`src/rtl/adder_seq_pkg.sv`:
```
// Shared types and constants for the nibble-serial adder.
package adder_seq_pkg;

    typedef enum logic [1:0] {
        IDLE = 2'd0,
        RUN  = 2'd1,
        DONE = 2'd2
    } state_t;

    localparam int NIB = 4;

    function automatic int steps(input int w);
        return w / NIB;
    endfunction

endpackage

```
`src/rtl/adder_seq_nbits_if.sv`:
```
// Operand/result handshake bundle for adder_seq_nbits.
interface adder_seq_nbits_if #(
    parameter int W = 16
);
    logic         in_valid;
    logic         in_ready;
    logic [W-1:0] a;
    logic [W-1:0] b;
    logic         ci;
    logic         out_valid;
    logic         out_ready;
    logic [W-1:0] s;
    logic         co;
    logic         busy;

    modport master (
        output in_valid, a, b, ci, out_ready,
        input  in_ready, out_valid, s, co, busy
    );

    modport slave (
        input  in_valid, a, b, ci, out_ready,
        output in_ready, out_valid, s, co, busy
    );
endinterface

```
`src/rtl/adder_4bits.sv`:
```
// 4-bit carry-lookahead adder slice; purely combinational.
module adder_4bits (
    input  logic [3:0] a,
    input  logic [3:0] b,
    input  logic       ci,
    output logic [3:0] s,
    output logic       co
);
    logic [3:0] g;
    logic [3:0] p;
    logic [4:0] c;

    assign g = a & b;
    assign p = a ^ b;

    // Every carry is expanded directly from ci, no ripple between bits.
    always_comb begin
        c    = '0;
        c[0] = ci;
        c[1] = g[0] | (p[0] & ci);
        c[2] = g[1] | (p[1] & g[0]) | (p[1] & p[0] & ci);
        c[3] = g[2] | (p[2] & g[1]) | (p[2] & p[1] & g[0])
             | (p[2] & p[1] & p[0] & ci);
        c[4] = g[3] | (p[3] & g[2]) | (p[3] & p[2] & g[1])
             | (p[3] & p[2] & p[1] & g[0]) | (p[3] & p[2] & p[1] & p[0] & ci);
    end

    assign s  = p ^ c[3:0];
    assign co = c[4];
endmodule

```
`src/rtl/adder_seq_nbits.sv`:
```
// W-bit adder that reuses one 4-bit lookahead slice over W/4 cycles,
// least-significant nibble first, with the slice carry held in c_q between steps.
module adder_seq_nbits
    import adder_seq_pkg::*;
#(
    parameter int W = 16
) (
    input  logic              clk,
    input  logic              rst,
    adder_seq_nbits_if.slave  bus
);
    localparam int NS   = steps(W);
    localparam int IDXW = (NS > 1) ? $clog2(NS) : 1;
    localparam logic [IDXW-1:0] LAST_IDX = IDXW'(NS - 1);

    if ((W % NIB) != 0 || W < NIB) begin : g_bad_width
        $fatal(1, "adder_seq_nbits: W must be a multiple of 4 and at least 4");
    end

    state_t          state_q, state_d;
    logic [W-1:0]    a_q, a_d;
    logic [W-1:0]    b_q, b_d;
    logic [W-1:0]    s_q, s_d;
    logic            c_q, c_d;
    logic            co_q, co_d;
    logic [IDXW-1:0] idx_q, idx_d;

    logic [NIB-1:0]  slice_sum;
    logic            slice_co;
    logic [W-1:0]    s_shift;

    adder_4bits u_slice (
        .a  (a_q[NIB-1:0]),
        .b  (b_q[NIB-1:0]),
        .ci (c_q),
        .s  (slice_sum),
        .co (slice_co)
    );

    // New nibble enters at the top so the LS nibble lands at bit 0 after NS steps.
    assign s_shift = W'({slice_sum, s_q} >> NIB);

    always_comb begin
        state_d = state_q;
        a_d     = a_q;
        b_d     = b_q;
        s_d     = s_q;
        c_d     = c_q;
        co_d    = co_q;
        idx_d   = idx_q;
        case (state_q)
            IDLE: begin
                if (bus.in_valid) begin
                    a_d     = bus.a;
                    b_d     = bus.b;
                    c_d     = bus.ci;
                    idx_d   = '0;
                    state_d = RUN;
                end
            end
            RUN: begin
                a_d   = a_q >> NIB;
                b_d   = b_q >> NIB;
                s_d   = s_shift;
                c_d   = slice_co;
                idx_d = idx_q + IDXW'(1);
                if (idx_q == LAST_IDX) begin
                    co_d    = slice_co;
                    state_d = DONE;
                end
            end
            DONE: begin
                if (bus.out_ready) begin
                    state_d = IDLE;
                end
            end
            default: state_d = IDLE;
        endcase
    end

    always_ff @(posedge clk or posedge rst) begin
        if (rst) begin
            state_q <= IDLE;
            a_q     <= '0;
            b_q     <= '0;
            s_q     <= '0;
            c_q     <= 1'b0;
            co_q    <= 1'b0;
            idx_q   <= '0;
        end else begin
            state_q <= state_d;
            a_q     <= a_d;
            b_q     <= b_d;
            s_q     <= s_d;
            c_q     <= c_d;
            co_q    <= co_d;
            idx_q   <= idx_d;
        end
    end

    assign bus.in_ready  = (state_q == IDLE);
    assign bus.out_valid = (state_q == DONE);
    assign bus.busy      = (state_q != IDLE);
    assign bus.s         = s_q;
    assign bus.co        = co_q;
endmodule

```
`src/flat_wrapper.sv`:
```
// flat-port wrapper written by rule: the top's interface ports become plain ports
module adder_seq_nbits_flat import adder_seq_pkg::*;
#(
    parameter int W = 16
)
  (clk, rst, bus_in_valid, bus_a, bus_b, bus_ci, bus_out_ready, bus_in_ready, bus_out_valid, bus_s, bus_co, bus_busy);
  adder_seq_nbits_if #(.W(W)) bus_i ();
  input  logic clk;
  input  logic rst;
  input wire logic [$bits(bus_i.in_valid)-1:0] bus_in_valid;
  input wire logic [$bits(bus_i.a)-1:0] bus_a;
  input wire logic [$bits(bus_i.b)-1:0] bus_b;
  input wire logic [$bits(bus_i.ci)-1:0] bus_ci;
  input wire logic [$bits(bus_i.out_ready)-1:0] bus_out_ready;
  output wire logic [$bits(bus_i.in_ready)-1:0] bus_in_ready;
  output wire logic [$bits(bus_i.out_valid)-1:0] bus_out_valid;
  output wire logic [$bits(bus_i.s)-1:0] bus_s;
  output wire logic [$bits(bus_i.co)-1:0] bus_co;
  output wire logic [$bits(bus_i.busy)-1:0] bus_busy;
  assign bus_i.in_valid = bus_in_valid;
  assign bus_i.a = bus_a;
  assign bus_i.b = bus_b;
  assign bus_i.ci = bus_ci;
  assign bus_i.out_ready = bus_out_ready;
  assign bus_in_ready = bus_i.in_ready;
  assign bus_out_valid = bus_i.out_valid;
  assign bus_s = bus_i.s;
  assign bus_co = bus_i.co;
  assign bus_busy = bus_i.busy;
  adder_seq_nbits #(.W(W)) u_core (.clk(clk), .rst(rst), .bus(bus_i));
endmodule
```
`config.mk`:
```
export PLATFORM = sky130hd
export DESIGN_NAME = adder_seq_nbits_flat
export DESIGN_NICKNAME = d
export VERILOG_FILES = /design/src/rtl/adder_seq_pkg.sv /design/src/rtl/adder_seq_nbits_if.sv /design/src/rtl/adder_4bits.sv /design/src/rtl/adder_seq_nbits.sv /design/src/flat_wrapper.sv
export SDC_FILE = /design/constraint.sdc
export NUM_CORES = 1
export LEC_CHECK = 0
export BUFFER_PORTS_ARGS = -buffer_cell sky130_fd_sc_hd__buf_2
export CORE_UTILIZATION = 30
export CTS_CLUSTER_SIZE = 24
export DETAILED_ROUTE_END_ITERATION = 8
export GPL_TIMING_DRIVEN = 0
export PLACE_DENSITY = 0.57
export RECOVER_POWER = 50
export SYNTH_ARGS = -nofsm -noshare
export SYNTH_HDL_FRONTEND = slang
export SYNTH_HIERARCHICAL = 1
export SYNTH_SLANG_ARGS = --single-unit
```
`constraint.sdc`:
```
create_clock -name clk -period 2.4 [get_ports clk]
set_input_delay 0 -clock clk [delete_from_list [all_inputs] [get_ports clk]]
set_output_delay 0 -clock clk [all_outputs]
set_load 0.05 [all_outputs]
```
==> metrics.md <==
| Metric | Value |
|---|---|
| Reg2Reg Depth | `5` |
| Hold Path Stages | `3` |
| Cell Pwr Density | `1479 mW/mm²` |
| Total track usage | `15.87%` |
| Detailed placement HPWL | `4.616 mm` |
| Filler cells | `878` |
| Initial antenna violation count | `0` |
| Setup crit end kind | `flop` |
| CTS Root Cell | `clkbuf_8` |
| RSZ-0062 raised after global routing | `no` |
| Total gr overflow | `0` |
| DIE HEIGHT | `93.92 µm` |
| Drt first pass iters | `4` |
| Syn avg cell area | `9.218 µm²` |
| Vias in the first global route | `2217` |
| Gr busiest metal | `met2` |
| Total CTS buffers | `5` |
| Final #Nets | `398` |
| Crit Path Class | `flop to flop` |
| Synthesized instance count | `275` |
| Power Total | `4.726 mW` |
| DRT iter0 DRCs | `102` |
| Final WS setup | `0.6531 ns` |
| WP data arrival | `1.95 ns` |
| Max Cap Viol | `0` |
| Worst-Margin Slew | `0.9555 ns` |
| # diodes | `0` |
| Post-Route WL | `6.464 mm` |
| Min Hold Slack | `0.01304 ns` |
| Maximum vdd drop | `509.5 µV` |
| Largest net degree at the start of global routing | `39` |
| Met2 Use GR | `26.34%` |
| CP Launch Type | `flop` |
| Post-synthesis sequential area ratio | `53.31%` |
| Final Util | `38.88%` |
| Status | `finished, final reports clean` |
| FP Rows | `33` |
| Place WS | `0.6589 ns` |
| Die Wd | `93.92 µm` |
| Commonest non-fill, non-tap cell in the layout | `buf_2` |
| Mapped Area | `0.002535 mm²` |
| Routed vias | `2281` |
| CP Max Fanout | `3` |
| Non-Filler Instances | `461` |
| Share of layout cells above drive strength 1 | `19.94%` |
| Setup TNS | `0 ns` |
| Post-route DRC | `0` |
| Final hold viol count | `0` |
| GR Util met1 | `20.60%` |
| Fmax | `0.5724 GHz` |
| Vias per cell | `4.948` |
| Worst reg2reg path endpoint | `u_core/bus.co` |
| Core Region | `0.008217 mm²` |
| Yosys warns | `6` |
| Post-Syn Nets | `318` |
| CTS max path bufs | `2` |
| Commonest cells after routing, fill and taps aside | `buf_2 (60), nand2_1 (55), dfrtp_1 (54)` |
| HP Start | `bus_a[6]` |
| Avg WL per Cell | `14.02 µm` |
| R2r startpoint | `u_core/a_q[2]` |
| Total setup buffers inserted after CTS | `0` |
| Htree depth | `2` |
| Netlist cell types | `33` |
| Antenna viol nets, final | `0` |
| Die ar. | `0.008821 mm²` |
| I/O pins | `57` |
| Clock slew at reported path FFs | `0.10 ns` |
| Post-route cell area | `0.003194 mm²` |
| Final period utilization | `72.79%` |
| Relative slew margins | `36.30%` |
| CTS tree | `built` |
| # placed instances | `437` |
| Clk sink count | `54` |
| Setup crit start | `u_core/a_q[2]` |
| First-pass GRT wire length | `10.74 mm` |
| Worst skew pair latency | `0.31 ns` |
| Hold endpoint | `u_core/a_q[6]` |
| Critical Path RT | `2.60 ns` |
| Seq cells post-synth | `54` |
| HP Class | `primary input to flop` |
| Area Growth Syn to Fin | `26.01%` |
| Flop2flop setup slack | `0.65 ns` |
| Met3 usage | `2.994%` |
| Final Slew Violations | `0` |
| Gpl congestion | `0.7811` |
| P_leak | `1.480 nW` |
| Setup Skew | `0.007495 ns` |
| PortBufs | `56` |
| Initial Util | `30.85%` |
| DP Area | `0.002967 mm²` |
| Final Setup Violations | `0` |
| Final min period | `1.747 ns` |
## registers in the layout (all words and copies together) (netlist names)
name            flops
u_core/bus.s       16
u_core/a_q         16
u_core/state_q      2
u_core/idx_q        2
u_core/b_q         16
u_core/c_q          1
u_core/bus.co       1
## where the power goes
group / internal, mW / switching, mW
Sequential: 1.35 / 0.323
Combinational: 0.853 / 1.66
Clock: 0.233 / 0.305
Total: 2.43 / 2.29
## per-layer routing
layer	vias up	part of all wire (%)
met5	-	0
met2	69	48
met3	7	4.8
met4	0	1.1
li1	1128	-
met1	1077	46
## logic make-up after synthesis
group | synth area share, %
AO/OA/AOI/OAI | 14.22
buffers and inverters | 5.133
flip-flops | 53.31
XOR/XNOR | 1.037
AND/OR/NAND/NOR | 22.61
adder cells (fa/ha/maj) | 3.258
multiplexers | 0.4442
## critical path: stages (launching register included)
cell	delay [ns]
dfrtp_1	0.42
ha_1	0.35
a21o_1	0.19
a31o_1	0.20
a21o_1	0.20
mux2_1	0.28
## worst max path at each step
stage,endpoint
floorplan,bus_busy
finish,u_core/bus.co
CTS,u_core/bus.co
global route,u_core/a_q[0]
detailed placement,u_core/bus.co
global placement,u_core/b_q[9]
## cell type report
type                       instances  area [µm²]  share of cell area [%]
sequential                        54        1351                   42.30
buffer                            20       96.34                   3.016
inverter                           9       33.78                   1.058
clock buffer                       6       82.58                   2.585
timing repair buffer              73       432.9                   13.55
tap                              105       131.4                   4.113
multi-input combinational        192        1054                   32.98
clock inverter                     2       12.51                  0.3917
## timing repair
item,4_1_cts,5_1_grt
resized for setup,0,0
hold endpoints to repair,31,0
hold buffers,16,0
## synthesized netlist by cell type
library cell / number / area, µm²
nand2_1: 55 / 206.5
dfrtp_1: 54 / 1351
nor3_1: 51 / 255.2
o22ai_1: 22 / 137.6
buf_2: 14 / 70.07
o21ai_0: 13 / 65.06
inv_1: 9 / 33.78
nor2_1: 9 / 33.78
ha_1: 5 / 62.56
o32ai_1: 5 / 43.79
a21oi_1: 4 / 20.02
nand2b_1: 4 / 25.02
a21o_1: 3 / 22.52
clkbuf_1: 3 / 11.26
buf_1: 2 / 7.510
nand3_1: 2 / 10.01
nor3b_1: 2 / 15.01
o22a_1: 2 / 17.52
xnor2_1: 2 / 17.52
a22o_1: 1 / 8.760
a31o_1: 1 / 8.760
a32o_1: 1 / 10.01
and2b_1: 1 / 7.510
buf_4: 1 / 7.510
fa_1: 1 / 20.02
mux2_1: 1 / 11.26
nand3b_1: 1 / 7.510
nor2b_1: 1 / 6.260
o21bai_1: 1 / 7.510
o221a_2: 1 / 11.26
o31ai_1: 1 / 7.510
or2_1: 1 / 6.260
xor2_1: 1 / 8.760
Power figures use the tool's default switching activity.
